`src/rtl/ctrl_pipe_if.sv`:
```
`default_nettype none
// ============================================================================
// Module   : ctrl_pipe_if
// Purpose  : Bundle of signals between the IF/ID register, the pipelined
//            control unit and the datapath stage registers.
// Revision : 1.0  initial release
// ============================================================================
interface ctrl_pipe_if #(
  parameter int REG_AW = 5
);
  // ID-stage instruction fields and pipeline control from upstream
  logic              id_valid;
  logic [5:0]        id_op;
  logic [5:0]        id_func;
  logic [REG_AW-1:0] id_rs;
  logic [REG_AW-1:0] id_rt;
  logic [REG_AW-1:0] id_rd;
  logic              flush;
  logic              freeze;

  // ID-stage decode results
  logic id_stall, id_illegal, id_isJ, id_isJAL, id_isJR, id_branch;

  // EX stage
  logic              ex_valid, ex_regWrite, ex_memToReg, ex_memRead;
  logic              ex_memWrite, ex_aluSrc, ex_shift;
  logic [5:0]        ex_op, ex_func;
  logic [REG_AW-1:0] ex_dest;
  logic [1:0]        fwd_a, fwd_b;

  // MEM stage
  logic              mem_valid, mem_regWrite, mem_memToReg, mem_memRead, mem_memWrite;
  logic [REG_AW-1:0] mem_dest;

  // WB stage
  logic              wb_valid, wb_regWrite, wb_memToReg;
  logic [REG_AW-1:0] wb_dest;

  modport master (
    output id_valid, id_op, id_func, id_rs, id_rt, id_rd, flush, freeze,
    input  id_stall, id_illegal, id_isJ, id_isJAL, id_isJR, id_branch,
    input  ex_valid, ex_regWrite, ex_memToReg, ex_memRead, ex_memWrite,
    input  ex_aluSrc, ex_shift, ex_op, ex_func, ex_dest, fwd_a, fwd_b,
    input  mem_valid, mem_regWrite, mem_memToReg, mem_memRead, mem_memWrite, mem_dest,
    input  wb_valid, wb_regWrite, wb_memToReg, wb_dest
  );

  modport slave (
    input  id_valid, id_op, id_func, id_rs, id_rt, id_rd, flush, freeze,
    output id_stall, id_illegal, id_isJ, id_isJAL, id_isJR, id_branch,
    output ex_valid, ex_regWrite, ex_memToReg, ex_memRead, ex_memWrite,
    output ex_aluSrc, ex_shift, ex_op, ex_func, ex_dest, fwd_a, fwd_b,
    output mem_valid, mem_regWrite, mem_memToReg, mem_memRead, mem_memWrite, mem_dest,
    output wb_valid, wb_regWrite, wb_memToReg, wb_dest
  );
endinterface
`default_nettype wire

```
`src/rtl/ctrl_pipe.sv`:
```
`default_nettype none
// ============================================================================
// Module   : ctrl_pipe
// Purpose  : Pipelined MIPS control unit: ID decode, ID/EX, EX/MEM, MEM/WB
//            control registers, load-use stall, flush/freeze and EX-stage
//            forwarding selects.
// Revision : 1.0  initial release
// ============================================================================
module ctrl_pipe #(
  parameter int REG_AW     = 5,
  parameter bit ENABLE_EXT = 1'b1,
  parameter int LINK_REG   = 31
) (
  input wire         clk,
  input wire         rst_n,
  ctrl_pipe_if.slave bus
);
  localparam logic [5:0] OP_RTYPE = 6'b000000;
  localparam logic [5:0] OP_J     = 6'b000010;
  localparam logic [5:0] OP_JAL   = 6'b000011;
  localparam logic [5:0] OP_BEQ   = 6'b000100;
  localparam logic [5:0] OP_BNE   = 6'b000101;
  localparam logic [5:0] OP_ADDI  = 6'b001000;
  localparam logic [5:0] OP_ADDIU = 6'b001001;
  localparam logic [5:0] OP_SLTI  = 6'b001010;
  localparam logic [5:0] OP_SLTIU = 6'b001011;
  localparam logic [5:0] OP_ANDI  = 6'b001100;
  localparam logic [5:0] OP_ORI   = 6'b001101;
  localparam logic [5:0] OP_XORI  = 6'b001110;
  localparam logic [5:0] OP_LUI   = 6'b001111;
  localparam logic [5:0] OP_LW    = 6'b100011;
  localparam logic [5:0] OP_SW    = 6'b101011;
  localparam logic [5:0] FN_SLL   = 6'b000000;
  localparam logic [5:0] FN_SRL   = 6'b000010;
  localparam logic [5:0] FN_SRA   = 6'b000011;
  localparam logic [5:0] FN_JR    = 6'b001000;

  // EX bundle also carries the source registers for forwarding
  typedef struct packed {
    logic              valid, regWrite, memToReg, memRead, memWrite, aluSrc, shift;
    logic [5:0]        op, func;
    logic [REG_AW-1:0] dest, rs, rt;
  } ex_t;

  typedef struct packed {
    logic              valid, regWrite, memToReg, memRead, memWrite;
    logic [REG_AW-1:0] dest;
  } mem_t;

  typedef struct packed {
    logic              valid, regWrite, memToReg;
    logic [REG_AW-1:0] dest;
  } wb_t;

  ex_t  dec, ex_q;
  mem_t mem_q;
  wb_t  wb_q;
  logic legal, use_rs, use_rt, is_j, is_jal, is_jr, is_br, stall;
  logic [1:0] fa, fb;

  // Decode op/func into the control bundle and source-usage flags
  always_comb begin
    dec       = '0;
    dec.valid = 1'b1;
    dec.op    = bus.id_op;
    dec.func  = bus.id_func;
    dec.rs    = bus.id_rs;
    dec.rt    = bus.id_rt;
    legal     = 1'b0;
    use_rs    = 1'b1;
    use_rt    = 1'b0;
    is_j      = 1'b0;
    is_jal    = 1'b0;
    is_jr     = 1'b0;
    is_br     = 1'b0;
    case (bus.id_op)
      OP_RTYPE: begin
        legal        = 1'b1;
        use_rt       = 1'b1;
        dec.dest     = bus.id_rd;
        is_jr        = (bus.id_func == FN_JR);
        dec.regWrite = (bus.id_func != FN_JR);
        dec.shift    = (bus.id_func == FN_SLL) || (bus.id_func == FN_SRL) ||
                       (bus.id_func == FN_SRA);
      end
      OP_ADDI, OP_ADDIU, OP_ANDI, OP_ORI, OP_XORI: begin
        legal        = 1'b1;
        dec.regWrite = 1'b1;
        dec.aluSrc   = 1'b1;
        dec.dest     = bus.id_rt;
      end
      OP_SLTI, OP_SLTIU, OP_LUI: begin
        // lui has no rs operand whether or not the extension is present
        use_rs = (bus.id_op != OP_LUI);
        if (ENABLE_EXT) begin
          legal        = 1'b1;
          dec.regWrite = 1'b1;
          dec.aluSrc   = 1'b1;
          dec.dest     = bus.id_rt;
        end
      end
      OP_LW: begin
        legal        = 1'b1;
        dec.memRead  = 1'b1;
        dec.regWrite = 1'b1;
        dec.aluSrc   = 1'b1;
        dec.memToReg = 1'b1;
        dec.dest     = bus.id_rt;
      end
      OP_SW: begin
        legal        = 1'b1;
        use_rt       = 1'b1;
        dec.memWrite = 1'b1;
        dec.aluSrc   = 1'b1;
      end
      OP_BEQ, OP_BNE: begin
        legal  = 1'b1;
        use_rt = 1'b1;
        is_br  = 1'b1;
      end
      OP_J: begin
        legal  = 1'b1;
        use_rs = 1'b0;
        is_j   = 1'b1;
      end
      OP_JAL: begin
        legal        = 1'b1;
        use_rs       = 1'b0;
        is_jal       = 1'b1;
        dec.regWrite = 1'b1;
        dec.dest     = REG_AW'(LINK_REG);
      end
      default: legal = 1'b0;
    endcase
    // Writes to register 0 are discarded, so never advertise them
    if (dec.dest == '0) dec.regWrite = 1'b0;
  end

  // Load-use hazard: the load in EX targets a register the ID instruction reads
  assign stall = bus.id_valid && ex_q.valid && ex_q.memRead && (ex_q.dest != '0) &&
                 ((use_rs && (ex_q.dest == bus.id_rs)) ||
                  (use_rt && (ex_q.dest == bus.id_rt)));

  // ID/EX register: freeze holds, any kill reason inserts a bubble
  always_ff @(posedge clk or negedge rst_n) begin
    if (!rst_n) begin
      ex_q <= '0;
    end else if (!bus.freeze) begin
      if (bus.flush || stall || !bus.id_valid || !legal) ex_q <= '0;
      else                                              ex_q <= dec;
    end
  end

  // EX/MEM register: shifts every unfrozen cycle
  always_ff @(posedge clk or negedge rst_n) begin
    if (!rst_n)           mem_q <= '0;
    else if (!bus.freeze) mem_q <= {ex_q.valid, ex_q.regWrite, ex_q.memToReg,
                                    ex_q.memRead, ex_q.memWrite, ex_q.dest};
  end

  // MEM/WB register: shifts every unfrozen cycle
  always_ff @(posedge clk or negedge rst_n) begin
    if (!rst_n)           wb_q <= '0;
    else if (!bus.freeze) wb_q <= {mem_q.valid, mem_q.regWrite, mem_q.memToReg, mem_q.dest};
  end

  // Forwarding selects; a load in MEM has no data yet, so only WB can supply it
  always_comb begin
    fa = 2'd0;
    fb = 2'd0;
    if (ex_q.rs != '0) begin
      if (mem_q.valid && mem_q.regWrite && !mem_q.memRead && (mem_q.dest == ex_q.rs)) fa = 2'd1;
      else if (wb_q.valid && wb_q.regWrite && (wb_q.dest == ex_q.rs))                 fa = 2'd2;
    end
    if (ex_q.rt != '0) begin
      if (mem_q.valid && mem_q.regWrite && !mem_q.memRead && (mem_q.dest == ex_q.rt)) fb = 2'd1;
      else if (wb_q.valid && wb_q.regWrite && (wb_q.dest == ex_q.rt))                 fb = 2'd2;
    end
  end

  assign bus.id_stall    = stall;
  assign bus.id_illegal  = bus.id_valid && !legal;
  assign bus.id_isJ      = bus.id_valid && is_j;
  assign bus.id_isJAL    = bus.id_valid && is_jal;
  assign bus.id_isJR     = bus.id_valid && is_jr;
  assign bus.id_branch   = bus.id_valid && is_br;

  assign bus.ex_valid    = ex_q.valid;
  assign bus.ex_regWrite = ex_q.regWrite;
  assign bus.ex_memToReg = ex_q.memToReg;
  assign bus.ex_memRead  = ex_q.memRead;
  assign bus.ex_memWrite = ex_q.memWrite;
  assign bus.ex_aluSrc   = ex_q.aluSrc;
  assign bus.ex_shift    = ex_q.shift;
  assign bus.ex_op       = ex_q.op;
  assign bus.ex_func     = ex_q.func;
  assign bus.ex_dest     = ex_q.dest;
  assign bus.fwd_a       = fa;
  assign bus.fwd_b       = fb;

  assign bus.mem_valid    = mem_q.valid;
  assign bus.mem_regWrite = mem_q.regWrite;
  assign bus.mem_memToReg = mem_q.memToReg;
  assign bus.mem_memRead  = mem_q.memRead;
  assign bus.mem_memWrite = mem_q.memWrite;
  assign bus.mem_dest     = mem_q.dest;

  assign bus.wb_valid     = wb_q.valid;
  assign bus.wb_regWrite  = wb_q.regWrite;
  assign bus.wb_memToReg  = wb_q.memToReg;
  assign bus.wb_dest      = wb_q.dest;
endmodule
`default_nettype wire

```
`src/flat_wrapper.sv`:
```
// flat-port wrapper written by rule: the top's interface ports become plain ports
module ctrl_pipe_flat 
#(
  parameter int REG_AW     = 5,
  parameter bit ENABLE_EXT = 1'b1,
  parameter int LINK_REG   = 31
)
  (clk, rst_n, bus_id_valid, bus_id_op, bus_id_func, bus_id_rs, bus_id_rt, bus_id_rd, bus_flush, bus_freeze, bus_id_stall, bus_id_illegal, bus_id_isJ, bus_id_isJAL, bus_id_isJR, bus_id_branch, bus_ex_valid, bus_ex_regWrite, bus_ex_memToReg, bus_ex_memRead, bus_ex_memWrite, bus_ex_aluSrc, bus_ex_shift, bus_ex_op, bus_ex_func, bus_ex_dest, bus_fwd_a, bus_fwd_b, bus_mem_valid, bus_mem_regWrite, bus_mem_memToReg, bus_mem_memRead, bus_mem_memWrite, bus_mem_dest, bus_wb_valid, bus_wb_regWrite, bus_wb_memToReg, bus_wb_dest);
  ctrl_pipe_if #(.REG_AW(REG_AW)) bus_i ();
  input wire clk;
  input wire rst_n;
  input wire logic [$bits(bus_i.id_valid)-1:0] bus_id_valid;
  input wire logic [$bits(bus_i.id_op)-1:0] bus_id_op;
  input wire logic [$bits(bus_i.id_func)-1:0] bus_id_func;
  input wire logic [$bits(bus_i.id_rs)-1:0] bus_id_rs;
  input wire logic [$bits(bus_i.id_rt)-1:0] bus_id_rt;
  input wire logic [$bits(bus_i.id_rd)-1:0] bus_id_rd;
  input wire logic [$bits(bus_i.flush)-1:0] bus_flush;
  input wire logic [$bits(bus_i.freeze)-1:0] bus_freeze;
  output wire logic [$bits(bus_i.id_stall)-1:0] bus_id_stall;
  output wire logic [$bits(bus_i.id_illegal)-1:0] bus_id_illegal;
  output wire logic [$bits(bus_i.id_isJ)-1:0] bus_id_isJ;
  output wire logic [$bits(bus_i.id_isJAL)-1:0] bus_id_isJAL;
  output wire logic [$bits(bus_i.id_isJR)-1:0] bus_id_isJR;
  output wire logic [$bits(bus_i.id_branch)-1:0] bus_id_branch;
  output wire logic [$bits(bus_i.ex_valid)-1:0] bus_ex_valid;
  output wire logic [$bits(bus_i.ex_regWrite)-1:0] bus_ex_regWrite;
  output wire logic [$bits(bus_i.ex_memToReg)-1:0] bus_ex_memToReg;
  output wire logic [$bits(bus_i.ex_memRead)-1:0] bus_ex_memRead;
  output wire logic [$bits(bus_i.ex_memWrite)-1:0] bus_ex_memWrite;
  output wire logic [$bits(bus_i.ex_aluSrc)-1:0] bus_ex_aluSrc;
  output wire logic [$bits(bus_i.ex_shift)-1:0] bus_ex_shift;
  output wire logic [$bits(bus_i.ex_op)-1:0] bus_ex_op;
  output wire logic [$bits(bus_i.ex_func)-1:0] bus_ex_func;
  output wire logic [$bits(bus_i.ex_dest)-1:0] bus_ex_dest;
  output wire logic [$bits(bus_i.fwd_a)-1:0] bus_fwd_a;
  output wire logic [$bits(bus_i.fwd_b)-1:0] bus_fwd_b;
  output wire logic [$bits(bus_i.mem_valid)-1:0] bus_mem_valid;
  output wire logic [$bits(bus_i.mem_regWrite)-1:0] bus_mem_regWrite;
  output wire logic [$bits(bus_i.mem_memToReg)-1:0] bus_mem_memToReg;
  output wire logic [$bits(bus_i.mem_memRead)-1:0] bus_mem_memRead;
  output wire logic [$bits(bus_i.mem_memWrite)-1:0] bus_mem_memWrite;
  output wire logic [$bits(bus_i.mem_dest)-1:0] bus_mem_dest;
  output wire logic [$bits(bus_i.wb_valid)-1:0] bus_wb_valid;
  output wire logic [$bits(bus_i.wb_regWrite)-1:0] bus_wb_regWrite;
  output wire logic [$bits(bus_i.wb_memToReg)-1:0] bus_wb_memToReg;
  output wire logic [$bits(bus_i.wb_dest)-1:0] bus_wb_dest;
  assign bus_i.id_valid = bus_id_valid;
  assign bus_i.id_op = bus_id_op;
  assign bus_i.id_func = bus_id_func;
  assign bus_i.id_rs = bus_id_rs;
  assign bus_i.id_rt = bus_id_rt;
  assign bus_i.id_rd = bus_id_rd;
  assign bus_i.flush = bus_flush;
  assign bus_i.freeze = bus_freeze;
  assign bus_id_stall = bus_i.id_stall;
  assign bus_id_illegal = bus_i.id_illegal;
  assign bus_id_isJ = bus_i.id_isJ;
  assign bus_id_isJAL = bus_i.id_isJAL;
  assign bus_id_isJR = bus_i.id_isJR;
  assign bus_id_branch = bus_i.id_branch;
  assign bus_ex_valid = bus_i.ex_valid;
  assign bus_ex_regWrite = bus_i.ex_regWrite;
  assign bus_ex_memToReg = bus_i.ex_memToReg;
  assign bus_ex_memRead = bus_i.ex_memRead;
  assign bus_ex_memWrite = bus_i.ex_memWrite;
  assign bus_ex_aluSrc = bus_i.ex_aluSrc;
  assign bus_ex_shift = bus_i.ex_shift;
  assign bus_ex_op = bus_i.ex_op;
  assign bus_ex_func = bus_i.ex_func;
  assign bus_ex_dest = bus_i.ex_dest;
  assign bus_fwd_a = bus_i.fwd_a;
  assign bus_fwd_b = bus_i.fwd_b;
  assign bus_mem_valid = bus_i.mem_valid;
  assign bus_mem_regWrite = bus_i.mem_regWrite;
  assign bus_mem_memToReg = bus_i.mem_memToReg;
  assign bus_mem_memRead = bus_i.mem_memRead;
  assign bus_mem_memWrite = bus_i.mem_memWrite;
  assign bus_mem_dest = bus_i.mem_dest;
  assign bus_wb_valid = bus_i.wb_valid;
  assign bus_wb_regWrite = bus_i.wb_regWrite;
  assign bus_wb_memToReg = bus_i.wb_memToReg;
  assign bus_wb_dest = bus_i.wb_dest;
  ctrl_pipe #(.REG_AW(REG_AW), .ENABLE_EXT(ENABLE_EXT), .LINK_REG(LINK_REG)) u_core (.clk(clk), .rst_n(rst_n), .bus(bus_i));
endmodule
```
`config.mk`:
```
export PLATFORM = sky130hd
export DESIGN_NAME = ctrl_pipe_flat
export DESIGN_NICKNAME = d
export VERILOG_FILES = /design/src/rtl/ctrl_pipe_if.sv /design/src/rtl/ctrl_pipe.sv /design/src/flat_wrapper.sv
export SDC_FILE = /design/constraint.sdc
export NUM_CORES = 1
export LEC_CHECK = 0
export CAP_MARGIN = 30
export CORE_ASPECT_RATIO = 1.5
export CORE_MARGIN = 2
export CORE_UTILIZATION = 60
export CTS_CLUSTER_DIAMETER = 30
export DETAILED_ROUTE_END_ITERATION = 8
export DONT_BUFFER_PORTS = 1
export PLACE_DENSITY = 0.76
export SYNTH_ARGS = -nofsm -noshare
export SYNTH_HDL_FRONTEND = slang
export SYNTH_SLANG_ARGS = --single-unit
```
`constraint.sdc`:
```
create_clock -name clk -period 2.31 [get_ports clk]
set_clock_uncertainty 0.2 [all_clocks]
set_input_delay 0.231 -clock clk [delete_from_list [all_inputs] [get_ports clk]]
set_output_delay 0.231 -clock clk [all_outputs]
set_load 0.02 [all_outputs]
```
==> impl_metrics.yaml <==
timing:
  finalCriticalPeriod_ns: 2.278
  worstMarginPinSlew_ns: 0.8965
  report.final.setup_viol: 0
  final.period_utilization: 0.9860
  finalHoldViolCount: 0
  maximum_operating_frequency_mhz: 439.0
  rsz_0062_raised_after_global_routing: "yes"
  worst_hold_slack_ns: 0.002624
  report.final.slew_viol_count: 0
  slew_headroom: 0.4005
clock_tree:
  clkLatencyLatePin_ns: 0.31
  cts_inserted_buffers: 5
  cts.reportedPaths.clkPinSlew_ns: 0.09
  cts-root-to-sink-buffers: 2
  clock_tree_from_tritoncts: "yes"
  tritoncts_num_sinks: 50
  ctsRootBufferMaster: "clkbuf_8"
  h-tree-depth: 2
route:
  wire_per_inst_um: 20.22
  post-route-drc-count: 0
  avgViaCountPerCell: 6.442
  total_iterations_of_the_first_detailed_routing_run: 4
  detail_route.iter0.violations: 87
  num_vias: 1997
  finalWirelength_um: 6269
  ant_nets: 0
pwr:
  total_leakage_power_nw: 1.498
  power.share.sequential: 0.557
  comb_power_share: 0.102
  internal_power_w: 0.001251
  power.density_nw_per_um2: 522.9
  ir_drop_uv: 390.3
  power.clock.fraction: 0.341
  power_switching_share: 0.2390
  netSwitchingPower_w: 0.0003930
setup_path:
  worstPathBufferInverterCount: 1
  cpMaxStageDelayCell: "dfrtp_1"
  end_kind: "primary output"
  timing_worst_setup_path_type: "reg -> out"
  critical-path-top-delay-family: "simple AND/OR/NAND/NOR gates"
  worst-endpoint-arrival_ns: 1.85
  critical_path_required_ns: 1.88
  cp_max_fo: 4
  critPathLaunchType: "flip-flop"
  critical_path.max_stage_delay_ns: 0.44
  path_cells: "xnor2_2, nand4_1, or3_4, nand2b_4, a21oi_2, buf_4"
synth:
  synth-edff-count: 0
  synth_async_sr_flop_share: 1.000
  synthesis.instances: 245
  syn_avg_cell_area_sq_um: 11.17
  mappedNetlistNets: 277
  sequential_to_total_area_share_from_yosys_stat: 0.4572
  mappedNetlistArea_sq_um: 2736
  yosysUniqueCellTypes: 39
  ys.warnings.count: 0
  ys_dominant_reg_cell: "dfrtp_1"
  flip_flop_and_latch_count_after_synthesis: 50
global_route:
  grt_first_pass_wirelength_um: 9763
  combined_global_route_utilization_of_all_metal_layers: 0.2535
  antenna_violations_before_repair: 0
  pin_count_of_the_biggest_net_entering_global_routing: 51
  overflow: 0
  vias_in_the_first_global_route: 1951
placed_design:
  routabilityCongestion: 0.8511
  total_half_perimeter_wirelength_after_legalization_and_detailed_placement_um: 4252
  placedInstanceArea_sq_um: 2681
  place.port_buffers: 0
final_layout:
  drive_above_1_share: 0.2176
  insertedDiodeCount: 0
  filler_cell_count: 330
  areaGrowthSynthToFinish_pct: 14.91
  nNetsFinal: 293
  final_instance_area_sq_um: 3144
die:
  dieWidth_um: 59.14
  die_boundary_height_um: 86.71
  pin_count: 84
  std_cell_rows: 30
  floorplan.initialDensity: 0.6126
  die-area_sq_um: 5128
  floorplan_core_area_sq_um: 4467
outcome:
  run_status: "complete, no violations"
run:
  max_cap_viol_count: 0
hold_path:
  hp-class: "in -> reg"
worst reg2reg max path, cell delays in order, from the launching register on:
cell and delay [ns]:
dfrtp_1 0.44, or4_1 0.54, o2111ai_2 0.24, nand4b_1 0.15, o211a_2 0.22, buf_12 0.16, a32o_1 0.18
state kept, by name (all words and copies together), names as in the netlist, 5 cells and up:
name                 flops
u_core.bus.ex_dest       5
u_core.bus.ex_func       6
u_core.bus.ex_op         6
u_core.bus.mem_dest      5
u_core.bus.wb_dest       5
u_core.ex_q             10
layout make-up:
cell class	instances	area (sq um)	share of cell area
timing repair buffer	43	427.9	0.1361
sequential	50	1254	0.3987
multi-input combinational	161	1297	0.4127
tap	48	60.06	0.01910
clock inverter	1	8.758	0.002786
clock buffer	7	96.34	0.03064
metal layers:
| layer | up-vias | routed length [um] | GRT usage |
|---|---|---|---|
| met3 | 5 | 377 | 0.06269 |
| met1 | 992 | 2403 | 0.3051 |
| met5 | - | 0 | 0 |
| met2 | 75 | 3401 | 0.4343 |
| met4 | 0 | 87 | 0.08678 |
| li1 | 925 | - | - |
path summary, 6_finish.rpt:
kind	to	slack (ns)	from	cells after the start
worst max-delay path	bus_id_stall	0.03	u_core.bus.ex_dest[3]$_DFFE_PN0N_	6
worst min-delay path	u_core.bus.ex_aluSrc$_DFFE_PN0N_	0.003	bus_id_op[4]	2
worst max register to register	u_core.bus.ex_shift$_DFFE_PN0N_	0.12	u_core.bus.ex_dest[3]$_DFFE_PN0N_	6
worst min register to register	u_core.ex_q[8]$_DFFE_PN0N_	0.41	u_core.ex_q[8]$_DFFE_PN0N_	1
max in group asynchronous	u_core.bus.mem_valid$_DFFE_PN0N_	1.42	rst_n	2
min in group asynchronous	u_core.ex_q[5]$_DFFE_PN0N_	0.25	rst_n	2
power groups by stage:
| stage | clock (W) | sequential, W | combinational (W) |
|---|---|---|---|
| 3_5_place_dp | 0 | 0.000933 | 0.0000884 |
| 6_report | 0.000561 | 0.000916 | 0.000168 |
| 5_1_grt | 0.000600 | 0.000918 | 0.000183 |
| 2_1_floorplan | 0 | 0.000923 | 0.000113 |
| 4_1_cts | 0.000570 | 0.000915 | 0.000165 |
| 3_3_place_gp | 0 | 0.000933 | 0.0000865 |
placed cells by master, fill, tap and decap left out, types with 3 or more instances in the layout:
| cell | n |
|---|---|
| xor2_1 | 14 |
| and2_1 | 4 |
| nor3_1 | 9 |
| buf_4 | 16 |
| and3_1 | 3 |
| or4_1 | 5 |
| dfrtp_1 | 48 |
| a32o_1 | 3 |
| nor2b_1 | 6 |
| a22o_1 | 28 |
| xnor2_1 | 12 |
| nor2_1 | 9 |
| a21oi_1 | 3 |
| dlygate4sd3_1 | 24 |
| nand2b_1 | 3 |
| nand4_1 | 6 |
| nand2_1 | 3 |
| mux2_2 | 17 |
| clkbuf_8 | 7 |
| or3_1 | 3 |
| a221o_1 | 6 |
per-stage QoR:
step / utilization / TNS [ns] / setup WS (ns) / total power (W) / cells
5_1_grt: 0.7039 / -0.03456 / -0.03456 / 0.001701 / 310
4_1_cts: 0.6908 / 0 / 0.01810 / 0.001651 / 307
3_5_place_dp: 0.6003 / 0 / 0.1590 / 0.001021 / 272
2_1_floorplan: - / 0 / 0.2357 / 0.001035 / 245
3_3_place_gp: 0.6003 / 0 / 0.2183 / 0.001019 / 272
6_report: 0.7039 / 0 / 0.03232 / 0.001644 / 310
kinds of logic (layout without fill, tap and decap cells):
| logic type | count (synthesis) | after routing | synth area share |
|---|---|---|---|
| AND/OR/NAND/NOR | 63 | 63 | 0.1372 |
| AO/OA/AOI/OAI | 53 | 53 | 0.1637 |
| flip-flops | 50 | 50 | 0.4572 |
| buffers and inverters | 34 | 51 | 0.08230 |
| XOR/XNOR | 28 | 28 | 0.08962 |
| multiplexers | 17 | 17 | 0.06996 |
synth_stat cells (all sizes together), types with 2 or more instances:
cell	count	area (sq um)
and2	5	33.78
a22o	28	245.2
a221o	6	60.06
nor2	9	33.78
or3	4	25.02
o22ai	2	12.51
buf	28	202.7
and3	3	18.77
nand4	6	37.54
nor3	10	55.05
clkbuf	6	22.52
or2	2	12.51
o21bai	2	15.01
nand2	3	11.26
a21oi	4	20.02
a32o	3	30.03
dfrtp	50	1251
nor2b	6	37.54
xor2	14	122.6
or4	5	37.54
o21a	2	15.01
xnor2	14	122.6
mux2	17	191.4
nand2b	4	25.02
nand4b	2	17.52
what timing repair did:
action / 4_1_cts / 5_1_grt
hold endpoints to repair: 100 / 0
hold buffers: 26 / 0
endpoints found under the setup margin: 1 / 2
pin swaps: 0 / 2
setup buffers: 1 / 3
resized for setup: 1 / 7
Note: power is estimated with default switching activity, not from simulation.
